<file path="src/rtl/gerador_fio.sv">
// Item-code generator for Itens: wrapping up/down counter behind a valid/ready handshake, luz toggles per wrap.
// Define GERADOR_SATURA_EN to saturate at the limits instead of wrapping (wrap pulses once on arrival, luz static).
module gerador_fio #(
  parameter int WIDTH     = 6,
  parameter int MAX_COUNT = 63
) (
  input  logic             clk,
  input  logic             rst,
  input  logic             en,
  input  logic             dir,
  input  logic             load,
  input  logic [WIDTH-1:0] load_val,
  input  logic             ready,
  output logic [WIDTH-1:0] fio,
  output logic             luz,
  output logic             valid,
  output logic             wrap
);

  typedef enum logic {IDLE, RUN} state_t;

  localparam logic [WIDTH-1:0] MAXV = WIDTH'(MAX_COUNT);
  localparam logic [WIDTH-1:0] ONE  = WIDTH'(1);
  localparam logic [WIDTH-1:0] ZERO = '0;

  state_t           state;
  logic             xfer;
  logic [WIDTH-1:0] nxt;
  logic             hit;
  logic             tog;
  logic [WIDTH-1:0] ld_clamp;

  assign xfer     = (state == RUN) && valid && ready;
  assign ld_clamp = (load_val > MAXV) ? MAXV : load_val;

  // Next code on a transfer; hit marks the cycle that produces a wrap pulse.
  always_comb begin
    nxt = fio;
    hit = 1'b0;
    tog = 1'b0;
`ifdef GERADOR_SATURA_EN
    if (dir) begin
      if (fio != MAXV) begin
        nxt = fio + ONE;
        hit = (nxt == MAXV);
      end
    end else begin
      if (fio != ZERO) begin
        nxt = fio - ONE;
        hit = (nxt == ZERO);
      end
    end
`else
    if (dir) begin
      if (fio == MAXV) begin
        nxt = ZERO;
        hit = 1'b1;
      end else begin
        nxt = fio + ONE;
      end
    end else begin
      if (fio == ZERO) begin
        nxt = MAXV;
        hit = 1'b1;
      end else begin
        nxt = fio - ONE;
      end
    end
    tog = hit;
`endif
  end

  always_ff @(posedge clk) begin
    if (rst) begin
      state <= IDLE;
      valid <= 1'b0;
      fio   <= '0;
      luz   <= 1'b0;
      wrap  <= 1'b0;
    end else begin
      wrap <= 1'b0;
      if (load) begin
        // load swallows any coinciding transfer and freezes the state machine
        fio <= ld_clamp;
      end else begin
        if (xfer) begin
          fio  <= nxt;
          wrap <= hit;
          luz  <= luz ^ tog;
        end
        case (state)
          IDLE: if (en) begin
            state <= RUN;
            valid <= 1'b1;
          end
          RUN: if (!en) begin
            state <= IDLE;
            valid <= 1'b0;
          end
          default: begin
            state <= IDLE;
            valid <= 1'b0;
          end
        endcase
      end
    end
  end

endmodule

</file>
<file path="config.mk">
export PLATFORM = sky130hd
export DESIGN_NAME = gerador_fio
export DESIGN_NICKNAME = d
export VERILOG_FILES = /design/src/rtl/gerador_fio.sv
export SDC_FILE = /design/constraint.sdc
export NUM_CORES = 1
export LEC_CHECK = 0
export CAP_MARGIN = 20
export CORE_MARGIN = 4
export CORE_UTILIZATION = 42
export DETAILED_ROUTE_END_ITERATION = 6
export PLACE_DENSITY = 0.74
export RECOVER_POWER = 25
export SYNTH_ARGS = -nofsm -noshare
export SYNTH_HDL_FRONTEND = slang
export SYNTH_SLANG_ARGS = --single-unit
</file>
<file path="constraint.sdc">
create_clock -name clk -period 1.6 [get_ports clk]
set_clock_uncertainty 0.1 [all_clocks]
set_input_delay 0.32 -clock clk [delete_from_list [all_inputs] [get_ports clk]]
set_output_delay 0.32 -clock clk [all_outputs]
set_load 0.05 [all_outputs]
</file>
Word-level counts from Yosys, hierarchy flattened
Cells that the tools add are included.
- register bits: 10
- bits of input ports: 12
- output and inout bits: 9
- logic and storage cells: 35
- add/subtract/negate cells: 2
- order comparisons: 1
- eq/ne operators: 3
- multiplexer cells: 13
- bitwise operators: 4
- reduce and logical (&&, ||, !) cells: 7
- operator list (cell ; count):
    6-bit two-way mux ; 6
    6-bit by 1-bit adder with 6-bit output, second input constant ; 1
    6-bit == test, second input constant ; 1
    6-bit > comparator, second input constant ; 1
    6-bit logical NOT ; 1
    1-bit two-way mux ; 6
    6-bit by 1-bit subtractor with 6-bit output, second input constant ; 1
    2-bit inequality test, second input constant ; 2
    1-bit inverter ; 3
    3-bit AND reduction ; 1
    3-bit OR reduction ; 1
    1-bit logical AND ; 2
    1-bit case mux with 2 select lines ; 1
    2-bit AND reduction ; 1
    2-bit nonzero test ; 1
    1-bit bitwise XOR ; 1

Logic depth before layout (Yosys ltp)
Gate-level depths: netlist of the first run.
- depth in word-level cells: 5
- mapped depth: 8
- gate-level depth less buffers: 7

Worst setup path after synthesis of the first run
OpenSTA, ideal clock, no wires.
- path type: reg-to-reg
- start: register fio[1]
- end: register fio[3]
- setup time: 0.135 ns
- arrival time: 1.928 ns
- path slack: -0.563 ns
- stages on the path, launching flop included: 7
- buffers on the path: 0
- cell sequence: dfxtp_1 > ha_1 > nand4_1 > a311oi_1 > a31oi_1 > nor4_1 > a211oi_1
- cells in the longest elaborated chain, start to end: 5
- RTL lines (element ; RTL line ; text):
    start, declared ; 14 ; output logic [WIDTH-1:0] fio,
    start signal, assigned ; 84 ; fio <= ld_clamp;
    start signal, assigned ; 87 ; fio <= nxt;
    6-bit by 1-bit subtractor with 6-bit output, or another cell as far along ; 66 ; nxt = fio - ONE;
    6-bit two-way mux, on equally long branches ; 62, 55 ;
    6-bit two-way mux (*) ; 54 ; if (dir) begin
    6-bit two-way mux (*) ; 86 ; if (xfer) begin
    6-bit two-way mux (*) ; 82 ; if (load) begin
Mark *: on every way between the ends. The rest lies on a longest branch, timed or not. The select of a mux whose other input is x is not followed.
A chain may end at the register's enable or synchronous reset.

Worst setup path in the final report of the first run
- start: register fio[0]
- end: register fio[5]
The elaborated chain is that of the path after synthesis.

==> results of run 1 <==
## synthesized netlist by cell type, types with 2 or more instances
cell type	number	area (um2)
nor3_1	2	10.0
nor2_1	8	30.0
inv_1	4	15.0
ha_1	3	37.5
a31oi_1	2	12.5
nand4_1	3	18.8
nand3_1	4	20.0
a21oi_1	8	40.0
o21ai_0	2	10.0
a211oi_2	2	25.0
nand2_1	9	33.8
buf_1	2	7.51
buf_6	2	22.5
o21ai_1	3	15.0
dfxtp_1	10	200
nor4_1	2	12.5
## stage by stage
stage	TNS, ns	total power [mW]
detailed placement	-1.80	0.550
global placement	-1.47	0.545
finish	0	0.739
global route	0	0.774
CTS	0	0.740
floorplan	-0.0160	0.431
## power by group through the flow
stage	clock (mW)	combinational [mW]	sequential (mW)
after detailed placement	0	0.252	0.299
final	0.189	0.257	0.292
after global placement	0	0.246	0.298
after global routing	0.205	0.273	0.296
after CTS	0.194	0.252	0.293
after floorplan	0	0.106	0.325
## placed cells by master (no fill, tap or decap), types with 2 or more instances in the layout
| master | synthesis | final |
|---|---|---|
| buf_4 | 1 | 15 |
| nand2_1 | 9 | 9 |
| clkdlybuf4s50_1 | 0 | 9 |
| nor2_1 | 8 | 8 |
| a21oi_1 | 8 | 7 |
| buf_12 | 0 | 7 |
| inv_1 | 4 | 4 |
| nand3_1 | 4 | 4 |
| dfxtp_4 | 0 | 4 |
| dfxtp_1 | 10 | 4 |
| nand4_1 | 3 | 3 |
| o21ai_1 | 3 | 3 |
| clkbuf_4 | 0 | 3 |
| nor3_1 | 2 | 2 |
| o21ai_0 | 2 | 2 |
| a31oi_1 | 2 | 2 |
| a211oi_2 | 2 | 2 |
| ha_1 | 3 | 2 |
| dfxtp_2 | 0 | 2 |
## path summary, 6_finish.rpt
kind | slack [ns] | startpoint | depth (start not counted) | endpoint
worst min-delay path | 0.42 | luz$_SDFFE_PP0P_ | 2 | luz$_SDFFE_PP0P_
worst max-delay path | 0.07 | fio[0]$_SDFFE_PP0P_ | 7 | fio[5]$_SDFFE_PP0P_
worst min register to register | 0.42 | luz$_SDFFE_PP0P_ | 2 | luz$_SDFFE_PP0P_
worst max register to register | 0.07 | fio[0]$_SDFFE_PP0P_ | 7 | fio[5]$_SDFFE_PP0P_
## area by class of cell
cell class / instances / area (um2)
clock buffers: 4 / 26.3
inverters: 6 / 22.5
well taps: 25 / 31.3
fillers: 142 / 507
flip-flops and latches: 10 / 218
multi-input cells: 70 / 513
repair buffers: 36 / 390
## registers in the layout, indices dropped and copies added, names as in the netlist
signal / cells
state: 1
fio: 6
wrap: 1
luz: 1
valid: 1
## worst max-delay path, delay by kind of cell (launching register included)
kind / cells / cell delay (ns)
simple gates: 1 / 0.19
fa+ha+maj: 1 / 0.16
compound gates: 4 / 0.50
flops: 1 / 0.37
buf+inv: 1 / 0.12
## logic make-up after synthesis
group | after synthesis
compound gates | 26
simple gates | 38
buf+inv | 12
fa+ha+maj | 3
mux | 1
xor+xnor | 2
flops | 10
## metal layers
layer / wire length [um] / up-vias / part of all wire [%]
met5: 0 / - / 0
met4: 23 / 0 / 1.1
met3: 106 / 4 / 5.2
met2: 1020 / 26 / 50
met1: 893 / 400 / 44
li1: - / 405 / -
## timing repair
item / CTS / global route
gates cloned: 0 / 0
pin swaps: 0 / 2
endpoints found under the setup margin: 1 / 2
hold endpoints to repair: 0 / 0
setup buffers: 0 / 1
gates resized for setup: 1 / 3
==> impl_results.md, run 1 <==
* Initial core utilization at 44.2%
* Average wire per standard cell at 13.5 um
* First-pass iteration count of the detailed router at 4
* Tot GR Track Use at 17.0%
* Worst setup path class: register to register
* Clock slew at reported path FFs at 0.07 ns
* Post-Synth XOR/XNOR Area at 2.32%
* RSZ-0062 raised after global routing: false
* Switching power total at 0.250 mW
* Hold Worst Slack at 0.423 ns
* Die Y at 50.4 um
* Sequential cell area fraction in the yosys report at 26.5%
* Most used DFF post-synth: dfxtp_1
* Layer with the highest usage: met2
* CTS tree: yes
* DP Cell Count at 146
* Ant diodes at 0
* Cells after Synth at 92
* Hold bufs inserted after CTS at 0
* Met3 Track Usage GR at 5.64%
* Worst Setup End Kind: register
* Slowest-stage cell, CP: dfxtp_4
* Worst path cell trace: ha_4 -> buf_6 -> a21o_1 -> a21oi_2 -> o31ai_1 -> and4b_1 -> a211oi_2
* GR Layer Usage met2 at 29.6%
* P_leak at 0.498 nW
* Remaining DRCs at 0
* Site Rows at 15
* Fmax at 652 MHz
* Die area at 2540 um2
* GR Util met1 at 19.3%
* Critical Path Start Type: register
* Final Util at 70.3%
* Final Cycle Share at 95.9%
* Simple-gate share of the synthesized area at 33.1%
* Final HPWL DP at 1590 um
* CTS max path bufs at 2
* Clock power share at 25.6%
* Post-synthesis mux area share at 1.32%
* Largest net degree at the start of global routing at 12
* Slew of the pin with the lowest slew margin at 0.502 ns
* Worst slack, placed at -0.344 ns
* Final Hold Fails at 0
* Post-Syn Area at 756 um2
* Adder-Cell Fraction of Synth Area at 4.97%
* Gate power share at 34.8%
* # IOs at 21
* FFs w/ async S/R, synth at 0%
* Relative slew slack at 66.5%
* Arrival @ worst endpoint at 1.62 ns
* Worst skew pair latency at 0.27 ns
* Min cycle time layout at 1.53 ns
* Result of the run: completed
* Vias in the first global route at 764
* TritonCTS Buffers at 3
* Chip width at 50.4 um
* Pwr dens at 615 nW/um2
* Yosys warns at 0
* Slew Viols, Final at 0
* Port Buf Inserts at 20
* Maximum fanout along the worst path at 6
* Share of power burned in registers at 39.6%
* Routability cong. at 0.789
* Grt ovf at 0
* Worst path max stage delay at 0.37 ns
* Core box area at 1710 um2
* Layout Cells excl Fill at 151
* # setup viols final at 0
* Final worst slack at 0.0655 ns
* H-tree depth at 1
* Synth Net Count at 107
* # nets final at 142
* Compound-Gate Fraction of Synth Area at 23.2%
* Final Cell Area at 1200 um2
* Post-synth cell types at 42
* Net Sw Frac at 33.8%
* Placed instance area at 1180 um2
* Ratio of cells with drive above 1 in the final layout at 34.9%
* Tightest Hold Check Type: register to register
* P_int at 0.489 mW
* Average size of a mapped cell at 8.21 um2
* DR iter-0 viols at 32
* Post-synth EDFFs at 0
* First-pass GRT wire length at 3330 um
* Vias per cell at 5.53
* Synth-to-layout area growth at 58.9%
* Routed Antenna Nets at 0
* Largest family of logic cells by synthesized area: simple AND/OR/NAND/NOR gates
* CTS Root Cell: clkbuf_4
* Initial antenna violation count at 0
* VDD IR max at 0.443 mV
* Max cap viols at 0
* CP required at 1.69 ns
* Synthesized flop and latch total at 10
* Via Count at 835
* Clk sinks at 10
* Drt total wl at 2040 um
(Power assumes the default switching activity.)
==> run 2: changes to the inputs <==
--- a/config.mk
+++ b/config.mk
@@ -5,12 +5,14 @@
 export SDC_FILE = /design/constraint.sdc
 export NUM_CORES = 1
 export LEC_CHECK = 0
+export ABC_AREA = 1
 export CAP_MARGIN = 20
 export CORE_MARGIN = 4
-export CORE_UTILIZATION = 42
+export CORE_UTILIZATION = 41
 export DETAILED_ROUTE_END_ITERATION = 6
-export PLACE_DENSITY = 0.74
+export PLACE_DENSITY = 0.73
 export RECOVER_POWER = 25
+export SLEW_MARGIN = 30
 export SYNTH_ARGS = -nofsm -noshare
 export SYNTH_HDL_FRONTEND = slang
 export SYNTH_SLANG_ARGS = --single-unit
==> run 2 against run 1 <==
Net effect: sequential power is 2% higher; clock-buffer cell count stayed put; die area is 1.1% lower; largest power group unchanged; clock power is 23% higher; worst hold slack worse by 0.034 ns; global-route usage is 0.40 points lower; power is 9.7% higher.
==> impl_results.md, run 2 <==
* Final Hold Fails at 0 (unchanged)
* Top cell type's share of synthesized area at 27.5% (+1.0 points)
* Final Cycle Share at 94.2% (-1.7 points)
* Grt ovf at 0 (unchanged)
* Worst setup path class: input pin to register
* Arrival @ worst endpoint at 1.57 ns (-0.05 ns)
* Vias per cell at 4.86 (-12%)
* Dominant cells by area after synthesis: dfxtp_1 (27%), nand2_1 (12%), nor2_1 (9.3%), ha_1 (5.2%), nand3_1 (4.8%)
* Final Util at 73.2% (+2.8 points)
* Worst path max stage delay at 0.58 ns (+0.21 ns)
* Area leader, netlist: dfxtp_1
* Min cycle time layout at 1.51 ns (-0.0275 ns)
* Top-count cell post-synth: nand2_1
* Post-layout power at 0.810 mW (+9.7%)
* Relative slew slack at 66.3% (-0.16 points)
* Routability cong. at 0.804 (+1.8%)
* Sequential cell area fraction in the yosys report at 27.5% (+1.0 points)
* Ratio of cells with drive above 1 in the final layout at 31.7% (-3.2 points)
* Critical Path Start Type: input pin
* Maximum fanout along the worst path at 3 (-3)
* Final HPWL DP at 1550 um (-2.7%)
* Cells after Synth at 110 (+20%)
* Placed instance area at 1140 um2 (-3.3%)
* FFs w/ async S/R, synth at 0% (unchanged)
* Fmax at 664 MHz (+1.8%)
* Ant diodes at 0 (unchanged)
* Remaining DRCs at 0 (unchanged)
* DR iter-0 viols at 9 (-72%)
* Via Count at 821 (-1.7%)
* Post-synth cell types at 25 (-40%)
* DP Cell Count at 165 (+13%)
* Top layer in use: met4
* Switching power total at 0.267 mW (+6.9%)
* Drt total wl at 1900 um (-7.2%)
* Most common cell after layout, fill and taps aside: nand2_1
* Worst skew pair latency at 0.27 ns (about the same)
* Largest net degree at the start of global routing at 9 (-3)
* DR WL met3 at 135 um (+27%)
* Site Rows at 14 (-1)
* Final Cell Area at 1170 um2 (-2.9%)
* Clock power share at 28.8% (+3.2 points)
* # IOs at 21 (unchanged)
* Most used DFF post-synth: dfxtp_1
* Slowest-stage cell, CP: dlygate4sd3_1
* Average wire per standard cell at 11.2 um (-17%)
* Vias in the first global route at 742 (-2.9%)
* CTS Root Cell: clkbuf_4
* Routed Antenna Nets at 0 (unchanged)
* Core box area at 1590 um2 (-6.7%)
* Most frequent cells in the layout: nand2_1 (24), nor2_1 (17), buf_4 (13), clkdlybuf4s50_1 (10)
* Max cap viols at 0 (unchanged)
* CP required at 1.66 ns (-0.03 ns)
* Initial antenna violation count at 0 (unchanged)
* Register name with the most flops: fio
* First-pass GRT wire length at 3150 um (-5.6%)
* Pwr dens at 695 nW/um2 (+13%)
* CTS max path bufs at 2 (unchanged)
* H-tree depth at 1 (unchanged)
* Chip width at 50.1 um (-0.55%)
* Result of the run: completed
* Worst path cell trace: dlygate4sd3_1 -> buf_4 -> nor2_1 -> nand2_1 -> o21bai_1 -> a21oi_1
* Slew of the pin with the lowest slew margin at 0.504 ns (+0.00242 ns)
* Tot GR Track Use at 16.6% (-0.40 points)
* First-pass iteration count of the detailed router at 4 (unchanged)
* DR WL met2 at 959 um (-5.8%)
* VDD IR max at 0.538 mV (+22%)
* TritonCTS Buffers at 3 (unchanged)
* Tightest Hold Check Type: register to register
* Wl on met1 at 782 um (-12%)
* CTS tree: yes
* Worst Setup End Kind: register
* Post-CTS setup buffers at 0 (unchanged)
* # nets final at 161 (+13%)
* Max reg flops at 6 (unchanged)
* Yosys warns at 0 (unchanged)
* P_int at 0.543 mW (+11%)
* Post-Syn Area at 728 um2 (-3.6%)
* Gate power share at 34.6% (-0.2 points)
* Layout Cells excl Fill at 169 (+12%)
* Net Sw Frac at 33.0% (-0.86 points)
* Post-synth EDFFs at 0 (unchanged)
* Synthesized flop and latch total at 10 (unchanged)
* Die Y at 50.1 um (-0.55%)
* # setup viols final at 0 (unchanged)
* Die area at 2510 um2 (-1.1%)
* Synth-to-layout area growth at 60.1%
* RSZ-0062 raised after global routing: false
* Port Buf Inserts at 20 (unchanged)
* Average size of a mapped cell at 6.62 um2 (-19%)
* Clk sinks at 10 (unchanged)
* Clock slew at reported path FFs at 0.07 ns (about the same)
* Slew Viols, Final at 0 (unchanged)
* Synth Net Count at 125 (+17%)
* Initial core utilization at 45.7% (+1.4 points)
* P_leak at 0.524 nW (+5.3%)
* Worst slack, placed at -0.0922 ns (+0.252 ns)
* Share of power burned in registers at 36.6% (-3.0 points)
* Final worst slack at 0.0930 ns (+0.0275 ns)
* Synth top cells by count: nand2_1 (24), nor2_1 (18), dfxtp_1 (10)
[run 2: cell types whose count changed after synthesis, sizes merged, moves of 2 or more]
| cell | previous run | this run |
|---|---|---|
| a211oi | 3 | 0 |
| and3 | 2 | 0 |
| buf | 6 | 2 |
| inv | 5 | 12 |
| nand2 | 9 | 28 |
| nand3 | 5 | 9 |
| nand4 | 4 | 2 |
| nor2 | 8 | 22 |
| nor3 | 3 | 0 |
| nor4 | 2 | 0 |
[run 2: metal layers]
layer | vias to the layer above | global-route usage [%]
met5 | - | 0
met4 | 0 | 7.37
met3 | 4 | 8.28
met2 | 26 | 27.2
met1 | 364 | 17.8
li1 | 427 | -
[run 2: final timing paths]
kind              cells after the start                start                  to  slack (ns)
hold reg to reg                       2   state$_SDFFE_PP0N_  state$_SDFFE_PP0N_        0.39
hold / removal                        2   state$_SDFFE_PP0N_  state$_SDFFE_PP0N_        0.39
setup / recovery                      6                 load    luz$_SDFFE_PP0P_        0.09
setup reg to reg                      8  fio[0]$_SDFFE_PP0P_    luz$_SDFFE_PP0P_        0.12
[run 2: logic make-up after synthesis]
logic type	count (synthesis)	share of synthesized area (%)
AO/OA/AOI/OAI	17	13.9
buffers and inverters	15	9.28
flip-flops	10	27.5
AND/OR/NAND/NOR	61	39.3
XOR/XNOR	4	4.81
adder cells (fa/ha/maj)	3	5.16
[run 2: power groups by stage]
| stage | Clock (mW) | Sequential [mW] | Combinational (mW) |
|---|---|---|---|
| CTS | 0.243 | 0.297 | 0.284 |
| floorplan | 0 | 0.330 | 0.122 |
| global route | 0.257 | 0.300 | 0.303 |
| finish | 0.233 | 0.297 | 0.281 |
| detailed placement | 0 | 0.302 | 0.283 |
| global placement | 0 | 0.302 | 0.277 |
[run 2: timing repair]
action,4_1_cts,5_1_grt
hold buffers,0,0
endpoints found under the setup margin,0,1
gates resized for setup,0,1
[run 2: cell type report]
class                      count  area, um2
clock buffer                   4       36.3
fill                         131        428
inverter                      12       45.0
multi-input combinational     85        463
sequential                    10        208
tap                           24       30.0
timing repair buffer          34        384
[run 2: critical path, delay by kind of cell]
kind | cells | cell delay (ns)
buffers and inverters | 2 | 0.73
and+or+nand+nor | 2 | 0.30
AOI/OAI and AO/OA | 2 | 0.22
[run 2: per-stage QoR]
step / hold slack, ns / TNS (ns)
6_report: 0.389 / 0
3_5_place_dp: 0.379 / -0.284
5_1_grt: 0.425 / 0
3_3_place_gp: 0.367 / -0.155
2_1_floorplan: 0.350 / 0
4_1_cts: 0.389 / 0
==> run 3: changes to the inputs <==
==> constraint.sdc (replaced) <==
create_clock -name clk -period 1.2 [get_ports clk]
set_clock_uncertainty 0.1 [all_clocks]
set_input_delay 0.24 -clock clk [delete_from_list [all_inputs] [get_ports clk]]
set_output_delay 0.24 -clock clk [all_outputs]
set_load 0.05 [all_outputs]
==> run 3 against run 2 <==
Net effect: the run now ends with setup timing left; worst hold slack better by 0.022 ns; global-route usage is 3.6 points higher; wire length grew 42%; combinational power increased by 75%; die area stayed put; power is 48% higher; cell count up 6.5%; sequential power rose by 31%; sequential cell count stayed put; critical path depth is 1 lower; core utilization is 14 points higher; critical endpoint is now fio[1]$_SDFFE_PP0P_.
==> impl_results.md, run 3 (synthesis gave the netlist of run 2 again) <==
* Reg2Reg Depth at 5 (-3)
* Chip width at 50.1 um (unchanged)
* VDD IR max at 0.708 mV (+31%)
* CTS tree: yes
* Result of the run: finished with violations
* Die Y at 50.1 um (unchanged)
* Tot GR Track Use at 20.2% (+3.6 points)
* CP required at 1.26 ns (-0.40 ns)
* CTS max path bufs at 2 (unchanged)
* Max cap viols at 0 (unchanged)
* GR Layer Usage met2 at 32.6% (+5.4 points)
* Synth-to-layout area growth at 90.9%
* Grt ovf at 0 (unchanged)
* RR Endpoint: fio[1]$_SDFFE_PP0P_
* Most frequent cells in the layout: nand2_1 (20), buf_4 (20), nor2_1 (17), clkdlybuf4s50_1 (10), buf_12 (9)
* Critical Path Start Type: register
* H-tree depth at 1 (unchanged)
* Placed instance area at 1250 um2 (+10%)
* DR iter-0 viols at 19 (+10)
* Ant diodes at 0 (unchanged)
* Register name with the most flops: fio
* Max reg flops at 6 (unchanged)
* Port Buf Inserts at 20 (unchanged)
* Met3 Track Usage GR at 6.51% (-1.8 points)
* Ratio of cells with drive above 1 in the final layout at 46.8% (+15 points)
* Site Rows at 14 (unchanged)
* Final Cell Area at 1390 um2 (+19%)
* Largest net degree at the start of global routing at 7 (-2)
* Clock slew at reported path FFs at 0.08 ns (about the same)
* Remaining DRCs at 0 (unchanged)
* Final HPWL DP at 1590 um (+2.7%)
* Worst path max stage delay at 0.40 ns (-0.18 ns)
* Via Count at 913 (+11%)
* Fmax at 703 MHz
* Relative slew slack at 81.4% (+15 points)
* Clk sinks at 10 (unchanged)
* TritonCTS Buffers at 3 (unchanged)
* Vias per cell at 5.07 (+4.4%)
* # nets final at 172 (+6.8%)
* Average wire per standard cell at 14.9 um (+33%)
* # setup viols final at 15 (+15)
* Post-layout power at 1.20 mW (+48%)
* Worst skew pair latency at 0.28 ns (about the same)
* Fillers at 78 (-40%)
* P_leak at 0.583 nW (+11%)
* Drt total wl at 2690 um (+42%)
* GR Util met1 at 23.3% (+5.4 points)
* Final Hold Fails at 0 (unchanged)
* Failing checks: setup timing
* # IOs at 21 (unchanged)
* Hold_sp: state$_SDFFE_PP0N_
* Hold bufs inserted after CTS at 0 (unchanged)
* Worst path cell trace: inv_4 -> ha_4 -> xnor2_1 -> a221oi_1 -> nor2_1
* First-pass GRT wire length at 3820 um (+21%)
* Internal reg-to-reg setup slack at -0.22 ns (-0.34 ns)
* Vias in the first global route at 894 (+20%)
* Die area at 2510 um2 (unchanged)
* R2R Path Start: fio[1]$_SDFFE_PP0P_
* Arrival @ worst endpoint at 1.49 ns (-0.08 ns)
* Initial core utilization at 45.7% (unchanged)
* Slew of the pin with the lowest slew margin at 0.277 ns (-0.227 ns)
* Maximum fanout along the worst path at 4 (+1)
* Layer with the highest usage: met2
* Slew Viols, Final at 0 (unchanged)
* Slowest-stage cell, CP: dfxtp_4
* Tightest Hold Check Type: register to register
* CTS Root Cell: clkbuf_4
* Final worst slack at -0.223 ns (-0.316 ns)
* First-pass iteration count of the detailed router at 4 (unchanged)
* Pwr dens at 865 nW/um2 (+25%)
* Routed Antenna Nets at 0 (unchanged)
* Initial antenna violation count at 0 (unchanged)
* Worst setup path class: register to register
* Hold Path End: state$_SDFFE_PP0N_
* Final Cycle Share at 119%
* Hold path depth at 2 (unchanged)
* Core box area at 1590 um2 (unchanged)
* Worst Setup End Kind: register
* Routability cong. at 0.814 (+1.3%)
* RSZ-0062 raised after global routing: true
* Min cycle time layout at 1.42 ns
-- run 3: cell count changes in the layout (fill, tap and decap cells not counted), sizes merged --
cell,change
clkbuf,-1
dlygate4sd3,-1
dlymetal6s2s,-1
buf,+13
dlygate4sd2,+1
-- run 3: critical path, delay by kind of cell, from the launching register on --
family | cells | cell delay, ns
XOR/XNOR | 1 | 0.12
flip-flops | 1 | 0.40
adder cells (fa/ha/maj) | 1 | 0.23
buffers and inverters | 1 | 0.06
AO/OA/AOI/OAI | 1 | 0.29
AND/OR/NAND/NOR | 1 | 0.10
-- run 3: per-stage QoR --
| step | setup slack [ns] | utilization, % | hold slack, ns | std cells | setup TNS [ns] |
|---|---|---|---|---|---|
| detailed placement | -0.377 | 78.6 | 0.372 | 173 | -2.77 |
| global route | -0.283 | 87.2 | 0.441 | 180 | -2.48 |
| CTS | -0.144 | 85.2 | 0.388 | 179 | -1.24 |
| floorplan | -0.201 | - | 0.283 | 110 | -1.05 |
| finish | -0.223 | 87.2 | 0.411 | 180 | -1.68 |
| global placement | -0.346 | 78.6 | 0.360 | 173 | -2.59 |
-- run 3: worst max path at each step --
stage / from / endpoint / depth (start not counted)
final: fio[1]$_SDFFE_PP0P_ / fio[1]$_SDFFE_PP0P_ / 5
after floorplan: fio[1]$_SDFFE_PP0P_ / fio[1]$_SDFFE_PP0P_ / 5
after global routing: fio[1]$_SDFFE_PP0P_ / fio[1]$_SDFFE_PP0P_ / 5
after CTS: fio[1]$_SDFFE_PP0P_ / luz$_SDFFE_PP0P_ / 8
after detailed placement: dir / fio[4]$_SDFFE_PP0P_ / 8
after global placement: dir / fio[4]$_SDFFE_PP0P_ / 8
-- run 3: metal layers --
metal	share of wire [%]	wire length, um
met1	42	1140
met2	51	1370
met3	4.8	129
met4	1.8	48
met5	0	0
-- run 3: timing repair --
action	in CTS	in global routing
pin swaps	7	7
cloned	0	0
gates resized for setup	14	7
buffers inserted	2	1
setup endpoints to repair	15	16
-- run 3: where the power goes --
part	internal, mW	total [mW]	switching (mW)
logic	0.244	0.491	0.246
registers	0.350	0.388	0.0383
clock network	0.185	0.324	0.139
-- run 3: cell type report --
cell class                 count  area [um2]  area share, %
sequential                    10         224           16.1
timing repair buffer          45         495           35.6
multi-input combinational     85         554           39.9
inverter                      12        50.0           3.60
clock buffer                   4        36.3           2.61
tap                           24        30.0           2.16
